## src/rtl/tomasulo_pkg.sv

```systemverilog
// Shared types for the Tomasulo common data bus: schedule, result and broadcast formats.
package tomasulo_pkg;

    localparam int CDB_SCH_N = 8;
    localparam int TAG_W     = 6;
    localparam int WORD_W    = 32;
    localparam int CDB_ERR_W = 3;

    typedef logic [CDB_SCH_N-1:0] sch_t;
    typedef logic [TAG_W-1:0]     tag_t;
    typedef logic [WORD_W-1:0]    word_t;

    typedef struct packed {
        tag_t  tag;
        word_t wdata;
    } fu_res_t;

    typedef struct packed {
        logic  vld;
        tag_t  tag;
        word_t wdata;
    } cdb_t;

    function automatic logic [3:0] popcnt8(input logic [7:0] v);
        logic [3:0] c;
        c = 4'd0;
        for (int i = 0; i < 8; i++) begin
            c = c + {3'd0, v[i]};
        end
        return c;
    endfunction

endpackage

```

## src/rtl/tomasulo_rr_arb.sv

```systemverilog
// Generic N-way round-robin arbiter; the pointer moves past the winner when adv_en is high.
module tomasulo_rr_arb #(
    parameter int N = 2
) (
    input  logic         clk,
    input  logic         rst,
    input  logic [N-1:0] req,
    input  logic         adv_en,
    output logic [N-1:0] gnt
);

    localparam int PTR_W = (N > 1) ? $clog2(N) : 1;

    logic [PTR_W-1:0] ptr_r;
    logic [PTR_W-1:0] ptr_nxt_s;
    logic [PTR_W-1:0] idx_s;
    logic             found_s;

    // First requester at or after the pointer wins.
    always_comb begin
        gnt     = '0;
        found_s = 1'b0;
        idx_s   = '0;
        for (int k = 0; k < N; k++) begin
            idx_s = PTR_W'((int'(ptr_r) + k) % N);
            if (req[idx_s] && !found_s) begin
                gnt[idx_s] = 1'b1;
                found_s    = 1'b1;
            end else begin
                found_s = found_s;
            end
        end
    end

    // Next pointer is one past the granted index.
    always_comb begin
        ptr_nxt_s = ptr_r;
        for (int i = 0; i < N; i++) begin
            if (gnt[i]) begin
                ptr_nxt_s = PTR_W'((i + 1) % N);
            end else begin
                ptr_nxt_s = ptr_nxt_s;
            end
        end
    end

    // Pointer register.
    always_ff @(posedge clk or posedge rst) begin
        if (rst) begin
            ptr_r <= '0;
        end else if (adv_en && (|gnt)) begin
            ptr_r <= ptr_nxt_s;
        end else begin
            ptr_r <= ptr_r;
        end
    end

endmodule

```

## src/rtl/tomasulo_cdb_arb.sv

```systemverilog
// CDB arbiter: grants writeback slots to stations, owns the slot schedule and
// registers the functional-unit result onto the broadcast bus.
module tomasulo_cdb_arb
    import tomasulo_pkg::*;
#(
    parameter int                RS_N        = 2,
    parameter int                SCH_N       = CDB_SCH_N,
    parameter logic [4*RS_N-1:0] LATENCY_VEC = {4'd3, 4'd2}
) (
    input  logic                 clk,
    input  logic                 rst,
    input  logic [RS_N-1:0]      cdb_req,
    output logic [RS_N-1:0]      cdb_gnt,
    output logic [SCH_N-1:0]     sch_r,
    input  logic [RS_N-1:0]      fu_vld,
    input  fu_res_t [RS_N-1:0]   fu_res,
    output cdb_t                 cdb_r,
    output logic [CDB_ERR_W-1:0] err_r
);

    logic [RS_N-1:0]      blk_s;
    logic [RS_N-1:0]      qual_s;
    logic [RS_N-1:0]      gnt_s;
    logic [SCH_N-1:0]     sch_set_s;
    cdb_t                 cdb_nxt_s;
    logic                 any_vld_s;
    logic                 multi_vld_s;
    logic [CDB_ERR_W-1:0] err_nxt_s;

    // A station is blocked when its writeback slot is already reserved.
    always_comb begin
        blk_s = '0;
        for (int i = 0; i < RS_N; i++) begin
            blk_s[i] = |(sch_r & (SCH_N'(1'b1) << LATENCY_VEC[4*i +: 4]));
        end
    end

    assign qual_s  = cdb_req & ~blk_s & {RS_N{~rst}};
    assign cdb_gnt = gnt_s;

    tomasulo_rr_arb #(
        .N (RS_N)
    ) u_rr_arb (
        .clk    (clk),
        .rst    (rst),
        .req    (qual_s),
        .adv_en (1'b1),
        .gnt    (gnt_s)
    );

    // Reservation bit lands at L-1 because the whole schedule shifts on the same edge.
    always_comb begin
        sch_set_s = '0;
        for (int i = 0; i < RS_N; i++) begin
            if (gnt_s[i]) begin
                sch_set_s = sch_set_s | (SCH_N'(1'b1) << (LATENCY_VEC[4*i +: 4] - 4'd1));
            end else begin
                sch_set_s = sch_set_s;
            end
        end
    end

    // Lowest-index valid FU drives the bus payload.
    always_comb begin
        cdb_nxt_s     = '0;
        cdb_nxt_s.vld = |fu_vld;
        for (int i = RS_N - 1; i >= 0; i--) begin
            if (fu_vld[i]) begin
                cdb_nxt_s.tag   = fu_res[i].tag;
                cdb_nxt_s.wdata = fu_res[i].wdata;
            end else begin
                cdb_nxt_s = cdb_nxt_s;
            end
        end
    end

    assign any_vld_s   = |fu_vld;
    assign multi_vld_s = popcnt8(8'(fu_vld)) > 4'd1;
    assign err_nxt_s   = err_r | {sch_r[1] & ~any_vld_s,
                                  any_vld_s & ~sch_r[1],
                                  multi_vld_s};

    // Schedule, broadcast and sticky error registers.
    always_ff @(posedge clk or posedge rst) begin
        if (rst) begin
            sch_r <= '0;
            cdb_r <= '0;
            err_r <= '0;
        end else begin
            sch_r <= (sch_r >> 1) | sch_set_s;
            cdb_r <= cdb_nxt_s;
            err_r <= err_nxt_s;
        end
    end

endmodule

```

## config.mk

```make
export PLATFORM = sky130hd
export DESIGN_NAME = tomasulo_cdb_arb
export DESIGN_NICKNAME = d
export VERILOG_FILES = /design/src/rtl/tomasulo_pkg.sv /design/src/rtl/tomasulo_rr_arb.sv /design/src/rtl/tomasulo_cdb_arb.sv
export SDC_FILE = /design/constraint.sdc
export NUM_CORES = 1
export LEC_CHECK = 0
export CAP_MARGIN = 0
export CORE_UTILIZATION = 36
export CTS_BUF_LIST = sky130_fd_sc_hd__clkbuf_8
export DETAILED_ROUTE_END_ITERATION = 10
export GPL_TIMING_DRIVEN = 1
export MAX_ROUTING_LAYER = met4
export PLACE_DENSITY = 0.93
export SYNTH_ARGS = -nofsm -noshare
export SYNTH_HDL_FRONTEND = slang
export SYNTH_SLANG_ARGS = --single-unit
```

## constraint.sdc

```tcl
create_clock -name clk -period 3.2 [get_ports clk]
set_input_delay 0.32 -clock clk [delete_from_list [all_inputs] [get_ports clk]]
set_output_delay 0.32 -clock clk [all_outputs]
set_load 0.01 [all_outputs]
```

Yosys cells after proc, flatten, opt, wreduce, memory -nomap -nowiden. Index checks and enable logic that the tools add are counted.

Register bits after elaboration: 46. Bits in latches: 0. RAM bits: 0. ROM bits: 0. Bits of input ports: 82. Output and inout bits: 52. Logic and storage cells: 49. Memories kept: 0.

Add/subtract/negate cells: 2. Multipliers: 0. Div/mod/pow operators: 0. Magnitude comparators: 5. Equality and inequality tests: 0. Shifts and indexed selects: 0. Multiplexer cells: 17. Bitwise operators: 11. Reductions and logical operators: 8.

Operator list (number): 38-bit two-way mux (2); 1-bit two-way mux (9); 2-bit two-way mux (3); 2-bit AND (2); 1-bit by 2-bit less-than comparator with 1-bit output, second input constant (2); 2-bit OR reduction (2); 1-bit logical AND (3); 3-bit two-way mux (1); 1-bit NOT (3); 2-bit by 3-bit bitwise OR with 3-bit output (1); 3-bit bitwise OR (1); 1-bit by 1-bit adder with 2-bit output (1); 1-bit AND (2); 1-bit demux with 1-bit select (2); 1-bit >= comparator, second input constant (2); 2-bit by 1-bit > comparator with 1-bit output, second input constant (1); 1-bit NOT with 2-bit output (1); 2-bit bitwise OR (1); 2-bit AND reduction (1); 2-bit nonzero test (1); 1-bit adder, second input constant (1); 1-bit zero test (1).

Longest topological paths before layout. Gate-level depths: netlist (run 1).

Word-level depth: 12. Mapped depth: 4. Mapped depth without buffers: 2.

Hierarchy. From an unflattened synthesis (run 1), not the netlist that was laid out.

Cell total of the unflattened synthesis: 115. Area, all modules: 1674.1 um2.

Modules (own cells, without submodules): tomasulo_cdb_arb (instances 1, cells an instance 108, area each 1615.3 um2, sequential area each 1126.1 um2); tomasulo_rr_arb (instances 1, cells an instance 7, area each 58.8 um2, sequential area each 25.0 um2).

Worst setup path after synthesis (run 1). Ideal clock, no wire load.

Path kind: input-to-output. Start point: in rst. End point: out cdb_gnt[1]. Arrival time: 1.688 ns. Data required time: 2.880 ns. Setup slack: 1.192 ns. Stages on the path: 2. Buffers on the path: 0. Cell sequence: inv_1 o311a_1.

Cells in the longest elaborated chain, start to end: 8. Elaborated cells between the ends (all ways): 12. Those cells by class: 7 x mux; 3 x bitwise; 2 x reduce/logical.

Ends and longest elaborated chain: start: declaration (line tomasulo_cdb_arb.sv:11) `input logic rst,`; 1-bit NOT * (line tomasulo_cdb_arb.sv:38) `assign qual_s = cdb_req & ~blk_s & {RS_N{~rst}};`; 2-bit AND * (line tomasulo_cdb_arb.sv:38); 1-bit two-way mux (implied by the code) (2 in series) (line tomasulo_rr_arb.sv:26) `if (req[idx_s] && !found_s) begin`; 1-bit two-way mux (line tomasulo_rr_arb.sv:26); 1-bit zero test (line tomasulo_rr_arb.sv:26); 1-bit logical AND (line tomasulo_rr_arb.sv:26); 2-bit two-way mux * (line tomasulo_rr_arb.sv:26); end: declaration (line tomasulo_cdb_arb.sv:13) `output logic [RS_N-1:0] cdb_gnt,`.

Every way passes the cells marked *; elsewhere a longest branch is shown, timed or not. The select of a mux whose other input is x is not followed.

Worst setup path in the final report (run 1).
Start point: in rst. End point: out cdb_gnt[0].

Same word-level chain as after synthesis.

==> run metrics, run 1 <==
Die ar. 4920 um2; CP max stage cell clkdlybuf4s50_1; Clock Latency Late Sink 0.29 ns; synthesized instance count 113; Synth area leaders dfrtp_1 69%, a22o_1 20%, buf_4 2.7%; Lkg Pwr 1.33 nW; asr flop ratio synth 100%; Crit path buffers/inverters 2; sequential area share after synthesis 68.8%; Port Buffers 128; GPL Wtd Cong 0.700; Clock Tree Buf Depth 2; R2R setup slack 2.27 ns; Final nets 324; max-cap violations 0; CTS root buf clkbuf_8; post-placement cell area 2970 um2; clk sinks 46; TNS Setup 0 ns; critical path launch point type input port; crit end category output pin; Post-synth EDFFs 0; global route total overflow 0; finished layout cell area 3060 um2; final hold vios 0; fillers 320; post-CTS setup buffer count 0; TritonCTS buffer count 5; proportion of layout cells with a drive suffix above 1 5.35%; Top delay family on crit path buffers and inverters; antenna diode count 0; mux cell area share after synthesis 0%; Worst-path clk slew 0.09 ns; Worst Clk Skew 0.00525 ns; global-route wire length before repair 7190 um; #FFs+latches synth 46; Peak VDD IR 0.000272 V; Tot Pwr 1.27 mW; DR vias 1,445; Final Cycle Share 64.9%; # rows 24; chip width 70.2 um; pre-CTS setup slack 1.13 ns; vias in the first global route 1,518; adder-cell share of the synthesized area 0%; Primary FF master, synth dfrtp_1; DR vias/cell 4.90; DRC 0; status finished, final reports clean; count of pins over their slew limit 0; post-synthesis xor/xnor area fraction 0%; core box area 4410 um2; io pins 134; WP data required 2.88 ns; initial core utilization 37.9%; Hold WS 0.432 ns; Distinct cells, synth 17; placed insts 287; aggregate global-route resource usage 19.6%; syn_area_per_cell 14.8 um2; Final setup viols 0; Max Clk Rate 481 MHz; share of the synthesized area in the top cell type 68.8%; CP Data Arrival Time 1.76 ns; shortest period the worst path allows 2.08 ns; Non-Filler Instances 295; HPWL after DPL 3550 um; Worst slew margin 62.6%; Worst Hold Class reg2reg; Yosys top cell by area dfrtp_1; drt initial violations 87; most frequent cell after synthesis dfrtp_1; Final ANT Viol Nets 0; Critical Setup Path Class in2out; CP most frequent cell clkdlybuf4s50_1; Slew @ Worst Pin 0.561 ns; CTS tree done; Die Height 70.2 um; setup ws final 1.12 ns; Hold-fix buffers, CTS 0; Yosys warning total 0; Synth top cells by count 46 x dfrtp_1, 38 x a22o_1, 6 x buf_4; post-CTS sizing 0; crit-path max cell delay 0.57 ns; Finished Core Util 69.3%; Synth Area in Simple Gates 1.94%; post-synthesis compound-gate area fraction 23.0%; Routed WL 4620 um; H-tree depth 2; power per cell area 414 nW/um2; worst-path cell chain clkdlybuf4s50_1 -> a21oi_1 -> nor3b_1 -> clkdlybuf4s50_1; RSZ-0062 raised after global routing false; wire per inst 15.6 um; initial antenna violation count 0; Post-Syn Area 1670 um2; main combinational cell family by area after synthesis compound AO/OA/AOI/OAI gates; first-pass detailed-route iteration total 4; largest net degree at the start of global routing 47; Layout Area Growth over Synthesis 82.9%; worst-path fanout max 4
## cells in the final DEF (no fill, tap or decap), drive strengths merged
master,n
clkinv,2
clkbuf,5
nor2b,1
a21oi,1
nor2,1
nand2b,1
conb,5
o311a,1
nor3b,1
buf,3
nor4b,1
clkinvlp,1
inv,3
a21o,4
o21bai,1
dfrtp,46
clkdlybuf4s50,128
a22o,38
## state kept, by name, summed over array words and instances, names as in the netlist
signal,cells
sch_r,3
err_r,3
u_rr_arb.ptr_r,1
cdb_r,39
## logic make-up (layout without fill, tap and decap cells)
kind of cell / Yosys count / after routing
compound gates: 45 / 45
buf+inv: 16 / 142
flops: 46 / 46
other cells: 1 / 5
simple gates: 5 / 5
## where the power goes
part	internal [mW]	switching [mW]	leakage, nW
clock network	0.153	0.188	0.0441
registers	0.622	0.0156	0.560
logic	0.190	0.0980	0.722
total	0.965	0.301	1.33
## routing by layer
metal  track usage (%)  routed length [um]
met4              6.67                  78
met3              5.19                 381
met2              35.5                2470
met5                 -                   0
met1              20.4                1690
## layout make-up
class | count | area (um2) | area share (%)
flip-flops and latches | 46 | 1150 | 37.6
repair buffers | 131 | 1300 | 42.6
multi-input cells | 55 | 439 | 14.3
well taps | 52 | 65.1 | 2.13
clock buffers | 5 | 68.8 | 2.25
inverters | 3 | 11.3 | 0.368
clock inverters | 3 | 21.3 | 0.695
## worst register-to-register path, stage by stage (launching register included)
cell	delay, ns
dfrtp_1	0.43
nor4b_1	0.32
a21o_1	0.12
## final timing paths
kind,cells past startpoint,start,end
max,4,rst,cdb_gnt[0]
min,0,sch_r[1],sch_r[0]
max reg2reg,2,sch_r[2],u_rr_arb.ptr_r
min reg2reg,0,sch_r[1],sch_r[0]
max in group asynchronous,3,rst,cdb_r[23]
min in group asynchronous,3,rst,sch_r[2]
(Power assumes the default switching activity.)
==> run 2, diff against run 1 <==
--- a/config.mk
+++ b/config.mk
@@ -6,12 +6,12 @@
 export NUM_CORES = 1
 export LEC_CHECK = 0
 export CAP_MARGIN = 0
-export CORE_UTILIZATION = 36
+export CORE_UTILIZATION = 34
 export CTS_BUF_LIST = sky130_fd_sc_hd__clkbuf_8
 export DETAILED_ROUTE_END_ITERATION = 10
 export GPL_TIMING_DRIVEN = 1
 export MAX_ROUTING_LAYER = met4
-export PLACE_DENSITY = 0.93
+export PLACE_DENSITY = 0.89
 export SYNTH_ARGS = -nofsm -noshare
 export SYNTH_HDL_FRONTEND = slang
 export SYNTH_SLANG_ARGS = --single-unit
==> constraint.sdc (replaced) <==
create_clock -name clk -period 1.97 [get_ports clk]
set_input_delay 0.197 -clock clk [delete_from_list [all_inputs] [get_ports clk]]
set_output_delay 0.197 -clock clk [all_outputs]
set_load 0.01 [all_outputs]
==> run 2 against run 1 <==
Net effect:
- via count grew 0.83%
- cell area grew 1.4%
- die area grew 5.7%
- clock skew shrank 0.00058 ns
- register-to-register slack lost 1.3 ns
- sequential power grew 63%
- critical endpoint is now cdb_gnt[1]
- largest power group unchanged
- highest routed layer unchanged
==> run metrics, run 2 (synthesis results as in run 1) <==
status finished, final reports clean; Worst Hold Class reg2reg; critical path launch point type input port; core box area 4720 um2 (+7.0%); Final ANT Viol Nets 0 (unchanged); io pins 134 (unchanged); Die ar. 5200 um2 (+5.7%); Clock Latency Late Sink 0.29 ns (about the same); Top reg by flops cdb_r; Worst slew margin 63.3% (+0.73 points); proportion of layout cells with a drive suffix above 1 5.74% (+0.39 points); Routed WL 4370 um (-5.2%); CP max stage cell clkdlybuf4s50_1; CTS tree done; clk sinks 46 (unchanged); H-tree depth 2 (unchanged); Critical Setup Path Class in2out; max-cap violations 0 (unchanged); Slew @ Worst Pin 0.551 ns (-0.0109 ns); storage element area 1150 um2 (unchanged); RSZ-0062 raised after global routing false; Die Height 72.1 um (+2.8%); post-placement cell area 3000 um2 (+0.88%); crit end category output pin; Regs by FF count cdb_r (39), err_r (3), sch_r (3); Final setup viols 0 (unchanged); power per cell area 698 nW/um2 (+69%); setup ws final 0.180 ns (-0.943 ns); worst-path cell chain clkdlybuf4s50_1 -> inv_1 -> o311a_1 -> clkdlybuf4s50_1; Non-Filler Instances 311 (+5.4%); CP most frequent cell clkdlybuf4s50_1; initial core utilization 35.4% (-2.5 points); Hold WS 0.442 ns (+0.0108 ns); Peak VDD IR 0.000292 V (+7.4%); finished layout cell area 3100 um2 (+1.4%); DR vias 1,457 (+0.83%); WP data required 1.77 ns (-1.11 ns); critical path depth 4 (unchanged); Lkg Pwr 1.35 nW (+1.7%); Final nets 325 (+0.31%); # rows 25 (+4.2%); final hold vios 0 (unchanged); Clock Tree Buf Depth 2 (unchanged); Setup crit start cdb_req[0]; crit-path max cell delay 0.51 ns (-0.06 ns); r2r endpoint u_rr_arb.ptr_r; TritonCTS buffer count 5 (unchanged); global-route wire length before repair 6670 um (-7.3%); vias in the first global route 1,403 (-7.6%); Top delay family on crit path buffers and inverters; HPWL after DPL 3320 um (-6.5%); R2R setup slack 1.00 ns (-1.27 ns); CTS root buf clkbuf_8; Port Buffers 128 (unchanged); shortest period the worst path allows 1.79 ns; footprint of the multi-input gates 439 um2 (unchanged); placed insts 303 (+5.6%); crit path to cdb_gnt[1]; count of pins over their slew limit 0 (unchanged); most frequent cells in the layout 127 x clkdlybuf4s50_1, 46 x dfrtp_1, 38 x a22o_1; chip width 72.1 um (+2.8%); CP Data Arrival Time 1.59 ns (-0.17 ns); Worst-path clk slew 0.07 ns (-0.02 ns); TNS Setup 0 ns (unchanged); first-pass detailed-route iteration total 4 (unchanged); worst-path fanout max 3 (-1); Worst R2R Path Depth 2 (unchanged); GPL Wtd Cong 0.768 (+9.7%); DR vias/cell 4.68 (-4.4%); largest net degree at the start of global routing 47 (unchanged); wire per inst 14.1 um (-10%); DRC 0 (unchanged); max FFs per register 39 (unchanged); drt initial violations 71 (-18%); initial antenna violation count 0 (unchanged); Final Cycle Share 90.8%; Crit path buffers/inverters 3 (+1); fillers 355 (+11%); Layout Area Growth over Synthesis 85.6%; commonest non-fill, non-tap cell in the layout clkdlybuf4s50_1; FF-to-FF Start sch_r[2]; Worst Clk Skew 0.00467 ns (-0.000578 ns); Max Clk Rate 559 MHz; aggregate global-route resource usage 18.0% (-1.6 points); global route total overflow 0 (unchanged); pre-CTS setup slack 0.0552 ns (-1.07 ns); antenna diode count 0 (unchanged)
run 2: per-layer routing:
layer	track usage [%]	vias up	routed length [um]
met2	30.7	85	2290
met3	4.86	10	379
met4	9.59	0	99
met5	-	-	0
li1	-	664	-
met1	18.9	698	1610
run 2: worst min path at each step:
stage,depth (start not counted),endpoint,from,slack (ns)
global placement,0,sch_r[0],sch_r[1],0.42
floorplan,2,cdb_r[38],fu_vld[1],0.31
CTS,0,sch_r[0],sch_r[1],0.45
finish,0,sch_r[0],sch_r[1],0.44
global route,0,sch_r[0],sch_r[1],0.47
detailed placement,0,sch_r[0],sch_r[1],0.43
run 2: per-stage QoR:
step / power, mW / utilization [%]
final: 2.17 / 65.7
after global routing: 2.28 / 65.7
after CTS: 2.20 / 65.7
after detailed placement: 1.53 / 63.4
after global placement: 1.51 / 63.4
after floorplan: 1.21 / -
run 2: final cells by class:
type / instances / area share (%)
inverter: 3 / 0.363
multi-input combinational: 55 / 14.1
clock inverter: 3 / 1.29
clock buffer: 5 / 2.22
timing repair buffer: 132 / 42.2
tap: 67 / 2.70
sequential: 46 / 37.1
run 2: what timing repair did:
item / in CTS / in global routing
gates resized for setup: 1 / 0
setup endpoints to repair: 1 / 0
hold buffers: 0 / 0
buffers inserted: 0 / 0
run 2: where the power goes:
part | leakage, nW | switching, mW | internal (mW)
Clock | 0.0579 | 0.292 | 0.373
Sequential | 0.560 | 0.0240 | 1.01
Combinational | 0.730 | 0.158 | 0.308
